<file path="config.mk">
export PLATFORM = sky130hd
export DESIGN_NAME = ddr5_cmd_sched
export DESIGN_NICKNAME = d
export VERILOG_FILES = /design/src/rtl/ddr5_cmd_sched.sv
export SDC_FILE = /design/constraint.sdc
export NUM_CORES = 1
export LEC_CHECK = 0
export CAP_MARGIN = 10
export CORE_ASPECT_RATIO = 1.5
export CORE_MARGIN = 4
export CORE_UTILIZATION = 23
export CTS_CLUSTER_DIAMETER = 120
export DETAILED_ROUTE_END_ITERATION = 10
export GPL_TIMING_DRIVEN = 0
export PLACE_DENSITY = 0.39
export RECOVER_POWER = 50
export SYNTH_ARGS = -nofsm -noshare
export SYNTH_HDL_FRONTEND = slang
export SYNTH_SLANG_ARGS = --single-unit
</file>
<file path="constraint.sdc">
create_clock -name clk -period 6.25 [get_ports clk]
set_input_delay 1.875 -clock clk [delete_from_list [all_inputs] [get_ports clk]]
set_output_delay 1.875 -clock clk [all_outputs]
set_load 0.005 [all_outputs]
</file>
<file path="src/rtl/ddr5_cmd_sched.sv">
// DDR5 single-channel in-order command scheduler: request FIFO, two-cycle
// ACT/CAS command sequencing, timing enforcement and optional open-page table.
module ddr5_cmd_sched #(
    parameter int QDEPTH    = 16,
    parameter int CORE_W    = 3,
    parameter int BG_W      = 3,
    parameter int BA_W      = 2,
    parameter int ROW_W     = 16,
    parameter int COL_W     = 10,
    parameter int TW        = 9,
    parameter int T_RCD     = 78,
    parameter int T_CAS     = 80,
    parameter int T_CWD     = 76,
    parameter int T_BURST   = 16,
    parameter int T_WR      = 60,
    parameter int T_RAS     = 152,
    parameter int T_RP      = 78,
    parameter int OPEN_PAGE = 0
) (
    input  logic                      clk,
    input  logic                      rst_n,
    input  logic                      req_valid,
    output logic                      req_ready,
    input  logic [1:0]                req_opn,
    input  logic [CORE_W-1:0]         req_core,
    input  logic [BG_W-1:0]           req_bg,
    input  logic [BA_W-1:0]           req_ba,
    input  logic [ROW_W-1:0]          req_row,
    input  logic [COL_W-1:0]          req_col,
    output logic                      cmd_valid,
    output logic [2:0]                cmd_code,
    output logic [BG_W-1:0]           cmd_bg,
    output logic [BA_W-1:0]           cmd_ba,
    output logic [ROW_W-1:0]          cmd_addr,
    output logic                      rsp_valid,
    output logic [CORE_W-1:0]         rsp_core,
    output logic                      err_drop,
    output logic [$clog2(QDEPTH):0]   q_count,
    output logic                      busy
);

    localparam int QAW   = $clog2(QDEPTH);
    localparam int CNT_W = QAW + 1;
    localparam int IDX_W = BG_W + BA_W;
    localparam int NB    = 1 << IDX_W;

    localparam logic [2:0] CMD_ACT0 = 3'd0;
    localparam logic [2:0] CMD_ACT1 = 3'd1;
    localparam logic [2:0] CMD_RD0  = 3'd2;
    localparam logic [2:0] CMD_RD1  = 3'd3;
    localparam logic [2:0] CMD_WR0  = 3'd4;
    localparam logic [2:0] CMD_WR1  = 3'd5;
    localparam logic [2:0] CMD_PRE  = 3'd6;

    typedef enum logic [2:0] {
        S_IDLE, S_ACT0, S_ACT1, S_CAS0, S_CAS1, S_WAIT, S_PRE
    } state_t;

    typedef struct packed {
        logic              wr;
        logic [CORE_W-1:0] core;
        logic [BG_W-1:0]   bg;
        logic [BA_W-1:0]   ba;
        logic [ROW_W-1:0]  row;
        logic [COL_W-1:0]  col;
    } entry_t;

    function automatic logic [TW-1:0] dec(input logic [TW-1:0] t);
        return (t == '0) ? '0 : t - TW'(1);
    endfunction

    entry_t            mem_q [QDEPTH];
    logic [CNT_W-1:0]  wptr_q, wptr_d, rptr_q, rptr_d, count;
    logic              phase_q, phase_d;
    state_t            state_q, state_d, step;
    logic [TW-1:0]     rcd_q, rcd_d, ras_q, ras_d, rp_q, rp_d, cas_q, cas_d, wr_q, wr_d;
    logic [NB-1:0]     tbl_vld_q, tbl_vld_d;
    logic [ROW_W-1:0]  tbl_row_q [NB];
    logic [ROW_W-1:0]  tbl_row_d [NB];
    logic [CORE_W-1:0] cur_core_q, cur_core_d;
    logic [BG_W-1:0]   cur_bg_q, cur_bg_d;
    logic [BA_W-1:0]   cur_ba_q, cur_ba_d;
    logic [ROW_W-1:0]  cur_row_q, cur_row_d;
    logic              cmd_valid_q, cmd_valid_d;
    logic [2:0]        cmd_code_q, cmd_code_d;
    logic [BG_W-1:0]   cmd_bg_q, cmd_bg_d;
    logic [BA_W-1:0]   cmd_ba_q, cmd_ba_d;
    logic [ROW_W-1:0]  cmd_addr_q, cmd_addr_d;
    logic              rsp_valid_q, rsp_valid_d;
    logic [CORE_W-1:0] rsp_core_q, rsp_core_d;
    logic              err_drop_q, err_drop_d;

    entry_t            head, new_entry;
    logic              head_vld, full, accept, push, pop, done, lkp_vld;
    logic [ROW_W-1:0]  lkp_row;
    logic [IDX_W-1:0]  head_idx, cur_idx, pre_idx;

    assign count     = wptr_q - rptr_q;
    assign head      = mem_q[rptr_q[QAW-1:0]];
    assign head_vld  = (count != '0);
    assign full      = (count == CNT_W'(QDEPTH));
    assign accept    = req_valid && !full;
    assign push      = accept && (req_opn != 2'd3);
    assign head_idx  = {head.bg, head.ba};
    assign cur_idx   = {cur_bg_q, cur_ba_q};
    assign new_entry = '{wr: (req_opn == 2'd1), core: req_core, bg: req_bg,
                         ba: req_ba, row: req_row, col: req_col};

    assign req_ready = !full;
    assign q_count   = count;
    assign busy      = head_vld || (state_q != S_IDLE);
    assign cmd_valid = cmd_valid_q;
    assign cmd_code  = cmd_code_q;
    assign cmd_bg    = cmd_bg_q;
    assign cmd_ba    = cmd_ba_q;
    assign cmd_addr  = cmd_addr_q;
    assign rsp_valid = rsp_valid_q;
    assign rsp_core  = rsp_core_q;
    assign err_drop  = err_drop_q;

    always_comb begin
        wptr_d     = wptr_q + (push ? CNT_W'(1) : CNT_W'(0));
        rptr_d     = rptr_q + (pop ? CNT_W'(1) : CNT_W'(0));
        err_drop_d = accept && (req_opn == 2'd3);
    end

    // Outputs are registered, so every decision looks one cycle ahead: a command
    // is chosen on an odd cycle (phase_q = 1) against the decremented timers and
    // appears on the following even cycle. Completion, the page-policy choice and
    // the next command are chained here so none of them costs an extra cycle.
    always_comb begin
        phase_d     = ~phase_q;
        rcd_d       = dec(rcd_q);
        ras_d       = dec(ras_q);
        rp_d        = dec(rp_q);
        cas_d       = dec(cas_q);
        wr_d        = dec(wr_q);
        tbl_vld_d   = tbl_vld_q;
        tbl_row_d   = tbl_row_q;
        cur_core_d  = cur_core_q;
        cur_bg_d    = cur_bg_q;
        cur_ba_d    = cur_ba_q;
        cur_row_d   = cur_row_q;
        cmd_valid_d = 1'b0;
        cmd_code_d  = '0;
        cmd_bg_d    = '0;
        cmd_ba_d    = '0;
        cmd_addr_d  = '0;
        pop         = 1'b0;

        done        = (state_q == S_WAIT) && (dec(cas_q) == '0);
        rsp_valid_d = done;
        rsp_core_d  = done ? cur_core_q : '0;

        lkp_vld = tbl_vld_q[head_idx];
        lkp_row = tbl_row_q[head_idx];
        step    = state_q;
        if (done) begin
            if (OPEN_PAGE != 0) begin
                tbl_vld_d[cur_idx] = 1'b1;
                tbl_row_d[cur_idx] = cur_row_q;
                if (cur_idx == head_idx) begin
                    lkp_vld = 1'b1;
                    lkp_row = cur_row_q;
                end
                step = S_IDLE;
            end else begin
                step = S_PRE;
            end
        end

        if (step == S_IDLE && head_vld) begin
            if (OPEN_PAGE == 0 || !lkp_vld) begin
                step = S_ACT0;
            end else if (lkp_row == head.row) begin
                step = S_CAS0;
            end else begin
                step     = S_PRE;
                cur_bg_d = head.bg;
                cur_ba_d = head.ba;
            end
        end
        pre_idx = {cur_bg_d, cur_ba_d};
        state_d = step;

        if (phase_q) begin
            case (step)
                S_ACT0: begin
                    if (dec(rp_q) == '0) begin
                        cmd_valid_d = 1'b1;
                        cmd_code_d  = CMD_ACT0;
                        cmd_bg_d    = head.bg;
                        cmd_ba_d    = head.ba;
                        cmd_addr_d  = head.row;
                        rcd_d       = TW'(T_RCD);
                        ras_d       = TW'(T_RAS);
                        state_d     = S_ACT1;
                    end
                end
                S_ACT1: begin
                    cmd_valid_d = 1'b1;
                    cmd_code_d  = CMD_ACT1;
                    cmd_bg_d    = head.bg;
                    cmd_ba_d    = head.ba;
                    cmd_addr_d  = head.row;
                    state_d     = S_CAS0;
                end
                S_CAS0: begin
                    if (dec(rcd_q) == '0) begin
                        cmd_valid_d = 1'b1;
                        cmd_code_d  = head.wr ? CMD_WR0 : CMD_RD0;
                        cmd_bg_d    = head.bg;
                        cmd_ba_d    = head.ba;
                        cmd_addr_d  = ROW_W'(head.col);
                        cas_d       = head.wr ? TW'(T_CWD + T_BURST) : TW'(T_CAS + T_BURST);
                        if (head.wr) begin
                            wr_d = TW'(T_CWD + T_BURST + T_WR);
                        end
                        state_d = S_CAS1;
                    end
                end
                S_CAS1: begin
                    cmd_valid_d = 1'b1;
                    cmd_code_d  = head.wr ? CMD_WR1 : CMD_RD1;
                    cmd_bg_d    = head.bg;
                    cmd_ba_d    = head.ba;
                    cmd_addr_d  = ROW_W'(head.col);
                    pop         = 1'b1;
                    cur_core_d  = head.core;
                    cur_bg_d    = head.bg;
                    cur_ba_d    = head.ba;
                    cur_row_d   = head.row;
                    state_d     = S_WAIT;
                end
                S_PRE: begin
                    if (dec(ras_q) == '0 && dec(wr_q) == '0) begin
                        cmd_valid_d        = 1'b1;
                        cmd_code_d         = CMD_PRE;
                        cmd_bg_d           = cur_bg_d;
                        cmd_ba_d           = cur_ba_d;
                        rp_d               = TW'(T_RP);
                        tbl_vld_d[pre_idx] = 1'b0;
                        state_d            = S_IDLE;
                    end
                end
                default: ;
            endcase
        end
    end

    always_ff @(posedge clk) begin
        if (push) begin
            mem_q[wptr_q[QAW-1:0]] <= new_entry;
        end
    end

    always_ff @(posedge clk or negedge rst_n) begin
        if (!rst_n) begin
            wptr_q      <= '0;
            rptr_q      <= '0;
            phase_q     <= 1'b0;
            state_q     <= S_IDLE;
            rcd_q       <= '0;
            ras_q       <= '0;
            rp_q        <= '0;
            cas_q       <= '0;
            wr_q        <= '0;
            tbl_vld_q   <= '0;
            tbl_row_q   <= '{default: '0};
            cur_core_q  <= '0;
            cur_bg_q    <= '0;
            cur_ba_q    <= '0;
            cur_row_q   <= '0;
            cmd_valid_q <= 1'b0;
            cmd_code_q  <= '0;
            cmd_bg_q    <= '0;
            cmd_ba_q    <= '0;
            cmd_addr_q  <= '0;
            rsp_valid_q <= 1'b0;
            rsp_core_q  <= '0;
            err_drop_q  <= 1'b0;
        end else begin
            wptr_q      <= wptr_d;
            rptr_q      <= rptr_d;
            phase_q     <= phase_d;
            state_q     <= state_d;
            rcd_q       <= rcd_d;
            ras_q       <= ras_d;
            rp_q        <= rp_d;
            cas_q       <= cas_d;
            wr_q        <= wr_d;
            tbl_vld_q   <= tbl_vld_d;
            tbl_row_q   <= tbl_row_d;
            cur_core_q  <= cur_core_d;
            cur_bg_q    <= cur_bg_d;
            cur_ba_q    <= cur_ba_d;
            cur_row_q   <= cur_row_d;
            cmd_valid_q <= cmd_valid_d;
            cmd_code_q  <= cmd_code_d;
            cmd_bg_q    <= cmd_bg_d;
            cmd_ba_q    <= cmd_ba_d;
            cmd_addr_q  <= cmd_addr_d;
            rsp_valid_q <= rsp_valid_d;
            rsp_core_q  <= rsp_core_d;
            err_drop_q  <= err_drop_d;
        end
    end

endmodule

</file>
==> out/summary.txt, run 1 <==
CLOCK NETWORK
--------------------------------------------------------------------------------
CTS HTree Levels ..................................................            3
Latest clock arrival within the worst-skew pair ...................      0.62 ns
Post-CTS setup buffer count .......................................            0
Clock tree root driver cell ....................................... sky130_fd_sc_hd__clkbuf_16
Number of clock sinks seen by CTS .................................          657
Deepest clock path buffer count ...................................            3
Number of CTS-inserted buffers ....................................           74
Post-CTS Hold Fix Bufs ............................................            0
TritonCTS clock tree ..............................................         done
Clk slew on worst S/H paths .......................................      0.06 ns

LAYOUT
--------------------------------------------------------------------------------
Layout cells sized above 1 ........................................        0.247
Final std cell area, no fill ......................................   31,600 µm²
Layout overhead on the synthesized area ...........................        22.3%
Total Nets Final ..................................................        1,529

DIE
--------------------------------------------------------------------------------
FP Rows ...........................................................          150
Area of the core ..................................................  111,000 µm²
IO Pins ...........................................................           76
Starting Density ..................................................        0.232
Die width .........................................................       282 µm
Height of the chip ................................................       418 µm
Die Area ..........................................................  118,000 µm²

TIMING
--------------------------------------------------------------------------------
Number of pins exceeding their max-slew limit in the final report .          100
Clock skew ........................................................    0.0268 ns
Endpoints failing hold ............................................            0
# setup viols final ...............................................            0
RSZ-0062 raised after global routing ..............................           no
Slew margin rel. ..................................................       -0.387
Share of the cycle needed by the critical path after routing ......        0.938
Transition time at the pin with the least slew margin .............      2.08 ns
Max Clk Rate ......................................................      171 MHz
Minimum clock period after layout .................................      5.86 ns

OUTCOME
--------------------------------------------------------------------------------
Violated checks ................................................... max-capacitance violations, max-slew violations
Outcome ........................................................... finished, violations left

SYNTH
--------------------------------------------------------------------------------
Number of synthesized flops with an enable pin ....................          560
Synth warnings ....................................................            0
Number of library cell types mapped by synthesis ..................           67
Synthesized netlist cell count ....................................        1,277
Synth Flop Type ................................................... sky130_fd_sc_hd__edfxtp_1
Post-synthesis net count ..........................................        1,330
Average cell area after synthesis .................................     20.2 µm²
Sequential element share of the synthesized area ..................        0.745
Cell area after synthesis .........................................   25,800 µm²
Number of flip-flops and latches in the synthesized netlist .......          657
Fraction of registers with async set/reset ........................        0.148

WORST SETUP PATH
--------------------------------------------------------------------------------
Arrival @ worst endpoint ..........................................      3.99 ns
Count of cells along the worst register-to-register path ..........           13
Delay of the slowest critical-path stage ..........................      0.49 ns
Slowest CP cell ................................................... sky130_fd_sc_hd__clkdlybuf4s50_1
Launching element type of the critical path .......................     register
Maximum net fanout on the critical path ...........................           10
Worst Setup Path Type ............................................. register to output port
Cell-by-cell trace of the critical path ........................... clkbuf_1, clkbuf_2, clkbuf_2, inv_1, ha_1, a21o_1, nor4b_1, or2_2, nand3_1, clkdlybuf4s50_1
Kind of end point of the critical path ............................  output port
Cell with the most instances on the worst path .................... sky130_fd_sc_hd__clkbuf_2
Number of buffers and inverters on the critical path ..............            5
Worst path depth ..................................................           10
Worst EP required .................................................      4.38 ns
Delay-heaviest family, CP ......................................... buffers and inverters

POWER AND IR DROP
--------------------------------------------------------------------------------
PwrDens ...........................................................   394 nW/µm²
Tot Pwr ...........................................................      12.5 mW
Maximum VDD drop ..................................................       182 µV
Leak pwr ..........................................................      10.2 nW

GRT
--------------------------------------------------------------------------------
Global-route wire length before repair ............................       101 mm
Via count of the first global-routing pass ........................       14,000
Global routing usage summed across all routing layers .............        0.119
Pin count of the biggest net entering global routing ..............           64
Initial antenna violation count ...................................           12
Total grt overflow ................................................            0

ROUTING
--------------------------------------------------------------------------------
Number of vias per cell ...........................................         4.40
# DRC .............................................................            0
DRT Pass-1 Iters ..................................................            6
Wire length per cell after detailed routing .......................      23.3 µm
Overall via count from detail_route ...............................       13,100
Initial drt markers ...............................................        1,101
Final ANT Viol Nets ...............................................            0
Final wirelength ..................................................      69.5 mm

PLACE
--------------------------------------------------------------------------------
Number of port buffers ............................................           75
Cell area after placement .........................................   29,300 µm²
Placer's final routability congestion estimate ....................        0.759
Half-perimeter wire length of the detailed placement result .......      45.8 mm

HOLD PATH
--------------------------------------------------------------------------------
Worst hold path stage count .......................................            1
Classification of the worst-slack hold path ....................... register to register

FLOW RUN
--------------------------------------------------------------------------------
Number of max-cap violations ......................................            2

[worst register-to-register path, stage by stage (launching register included)]
cell and delay, ns:
sky130_fd_sc_hd__dfrtp_1 0.83, sky130_fd_sc_hd__clkdlybuf4s15_2 0.61, sky130_fd_sc_hd__inv_1 0.09, sky130_fd_sc_hd__ha_1 0.36, sky130_fd_sc_hd__nor2_1 0.07, sky130_fd_sc_hd__a21oi_1 0.16
sky130_fd_sc_hd__xor2_1 0.46, sky130_fd_sc_hd__o21ai_0 0.21, sky130_fd_sc_hd__a21oi_1 0.47, sky130_fd_sc_hd__nand3_1 0.41, sky130_fd_sc_hd__nor3_2 0.78, sky130_fd_sc_hd__buf_6 0.27
sky130_fd_sc_hd__buf_8 0.16, sky130_fd_sc_hd__buf_6 0.17
[power breakdown]
part	internal (mW)	switching (mW)	total (mW)	leakage (nW)
registers	5.25	0.251	5.50	6.30
clock network	2.45	1.75	4.21	1.13
logic	1.25	1.50	2.75	2.77
[cell families after synthesis]
kind of cell | count (synthesis) | synth area share
XOR/XNOR | 31 | 0.0105
AO/OA/AOI/OAI | 88 | 0.0235
AND/OR/NAND/NOR | 203 | 0.0407
multiplexers | 186 | 0.157
buffers and inverters | 98 | 0.0157
flip-flops | 657 | 0.745
adder cells (fa/ha/maj) | 14 | 0.00707
[registers in the layout (all words and copies together) (netlist names), 3 cells and up]
name        cells
rsp_core        3
cur_bg_q        3
cmd_addr       16
cas_q           9
cmd_bg          3
rcd_q           9
cmd_code        3
rp_q            9
ras_q           9
state_q         3
wr_q            9
mem_q         560
rptr_q          5
cur_core_q      3
wptr_q          5
[cells in the final DEF (no fill, tap or decap), types with 5 or more instances in the layout]
| cell type | instances |
|---|---|
| sky130_fd_sc_hd__a21oi_1 | 13 |
| sky130_fd_sc_hd__buf_1 | 6 |
| sky130_fd_sc_hd__buf_12 | 18 |
| sky130_fd_sc_hd__buf_2 | 6 |
| sky130_fd_sc_hd__buf_6 | 20 |
| sky130_fd_sc_hd__buf_8 | 6 |
| sky130_fd_sc_hd__clkbuf_1 | 57 |
| sky130_fd_sc_hd__clkbuf_16 | 75 |
| sky130_fd_sc_hd__clkbuf_8 | 6 |
| sky130_fd_sc_hd__clkdlybuf4s50_1 | 37 |
| sky130_fd_sc_hd__clkinv_1 | 9 |
| sky130_fd_sc_hd__clkinv_2 | 9 |
| sky130_fd_sc_hd__dfrtp_1 | 97 |
| sky130_fd_sc_hd__dlygate4sd3_1 | 37 |
| sky130_fd_sc_hd__edfxtp_1 | 560 |
| sky130_fd_sc_hd__ha_1 | 13 |
| sky130_fd_sc_hd__inv_1 | 44 |
| sky130_fd_sc_hd__mux2_2 | 8 |
| sky130_fd_sc_hd__mux4_2 | 175 |
| sky130_fd_sc_hd__nand2_1 | 34 |
| sky130_fd_sc_hd__nand2b_1 | 7 |
| sky130_fd_sc_hd__nand3_1 | 15 |
| sky130_fd_sc_hd__nor2_1 | 40 |
| sky130_fd_sc_hd__nor2_4 | 13 |
| sky130_fd_sc_hd__nor2b_1 | 11 |
| sky130_fd_sc_hd__nor3_1 | 30 |
| sky130_fd_sc_hd__o21ai_0 | 18 |
| sky130_fd_sc_hd__o21bai_1 | 6 |
| sky130_fd_sc_hd__o22ai_1 | 12 |
| sky130_fd_sc_hd__o2bb2ai_1 | 5 |
| sky130_fd_sc_hd__or2_2 | 5 |
| sky130_fd_sc_hd__or4_1 | 5 |
| sky130_fd_sc_hd__xnor2_1 | 17 |
| sky130_fd_sc_hd__xor2_1 | 14 |
[per-layer routing]
layer	wire length, µm	share of wire	track usage	vias up
li1	-	-	-	5599
met1	30300	0.44	0.157	7133
met2	34900	0.50	0.203	290
met3	2950	0.042	0.0198	90
met4	1350	0.019	0.0337	10
met5	49	0.00070	0	-
[repair_timing]
item / CTS / global route
resized for setup: 3 / 2
pin swaps: 0 / 0
hold endpoints to repair: 0 / 0
endpoints found under the setup margin: 3 / 2
[worst paths after layout]
kind,slack (ns),from,endpoint
min,0.49,cur_bg_q[2],cmd_bg[2]
min reg2reg,0.49,cur_bg_q[2],cmd_bg[2]
min in group asynchronous,1.86,rst_n,rcd_q[4]
max in group asynchronous,1.75,rst_n,rsp_core[1]
max,0.39,rptr_q[1],busy
max reg2reg,0.88,rptr_q[3],mem_q[1][13]
[stage by stage]
step	std cells	setup TNS (ns)	setup slack [ns]	hold WS, ns	util
final	2979	0	0.390	0.486	0.283
after global routing	2977	0	0.115	0.510	0.283
after detailed placement	2842	0	0.252	0.472	0.262
after floorplan	1277	0	0.789	0.447	-
after CTS	2975	0	0.0203	0.486	0.283
after global placement	2796	-1707.36	-4.46	0.465	0.255
[cell type report]
type,count,area [µm²]
Antenna cell,2,5.00
Tap cell,1444,1810
Buffer,52,236
Sequential cell,657,19200
Fill cell,11000,79900
Clock buffer,103,2040
Inverter,45,169
Timing Repair Buffer,124,1520
Clock inverter,30,282
Multi-Input combinational cell,522,6290
[cell usage after synthesis, types with 2 or more instances]
cell	number	area (µm²)
sky130_fd_sc_hd__or3b_2	2	17.5
sky130_fd_sc_hd__or4_1	5	37.5
sky130_fd_sc_hd__mux2_2	8	90.1
sky130_fd_sc_hd__nor2_1	52	195
sky130_fd_sc_hd__or3_1	4	25.0
sky130_fd_sc_hd__mux2i_1	3	30.0
sky130_fd_sc_hd__clkbuf_1	33	124
sky130_fd_sc_hd__o22ai_1	12	75.1
sky130_fd_sc_hd__nand4_1	3	18.8
sky130_fd_sc_hd__xnor2_1	17	149
sky130_fd_sc_hd__nand3b_1	4	30.0
sky130_fd_sc_hd__a21o_1	3	22.5
sky130_fd_sc_hd__o211a_1	2	20.0
sky130_fd_sc_hd__o41ai_1	4	35.0
sky130_fd_sc_hd__nor4_1	5	31.3
sky130_fd_sc_hd__and2_1	5	31.3
sky130_fd_sc_hd__o2bb2ai_1	5	43.8
sky130_fd_sc_hd__nand4b_1	3	26.3
sky130_fd_sc_hd__nand2_1	34	128
sky130_fd_sc_hd__dfrtp_1	97	2430
sky130_fd_sc_hd__o21a_1	2	15.0
sky130_fd_sc_hd__nor3_1	34	170
sky130_fd_sc_hd__inv_1	44	165
sky130_fd_sc_hd__nand3_1	15	75.1
sky130_fd_sc_hd__o21ai_0	18	90.1
sky130_fd_sc_hd__ha_1	13	163
sky130_fd_sc_hd__o21bai_1	6	45.0
sky130_fd_sc_hd__buf_6	4	45.0
sky130_fd_sc_hd__buf_1	9	33.8
sky130_fd_sc_hd__or2_2	5	31.3
sky130_fd_sc_hd__edfxtp_1	560	16800
sky130_fd_sc_hd__nor4b_1	3	26.3
sky130_fd_sc_hd__and3_1	3	18.8
sky130_fd_sc_hd__a211oi_1	3	22.5
sky130_fd_sc_hd__buf_2	7	35.0
sky130_fd_sc_hd__o211ai_1	3	22.5
sky130_fd_sc_hd__nor2b_1	11	68.8
sky130_fd_sc_hd__nand2b_1	7	43.8
sky130_fd_sc_hd__a21oi_1	13	65.1
sky130_fd_sc_hd__mux4_2	175	3940
sky130_fd_sc_hd__xor2_1	14	123
sky130_fd_sc_hd__o31ai_1	2	15.0
Note: power is estimated with default switching activity, not from simulation.
==> inputs of run 2 (changes only) <==
--- a/config.mk
+++ b/config.mk
@@ -12,6 +12,7 @@
 export CTS_CLUSTER_DIAMETER = 120
 export DETAILED_ROUTE_END_ITERATION = 10
 export GPL_TIMING_DRIVEN = 0
+export HOLD_SLACK_MARGIN = 0.06
 export PLACE_DENSITY = 0.39
 export RECOVER_POWER = 50
 export SYNTH_ARGS = -nofsm -noshare
==> results of run 2 <==
Same layout as run 1: the final DEF is identical, and so are final timing and power.
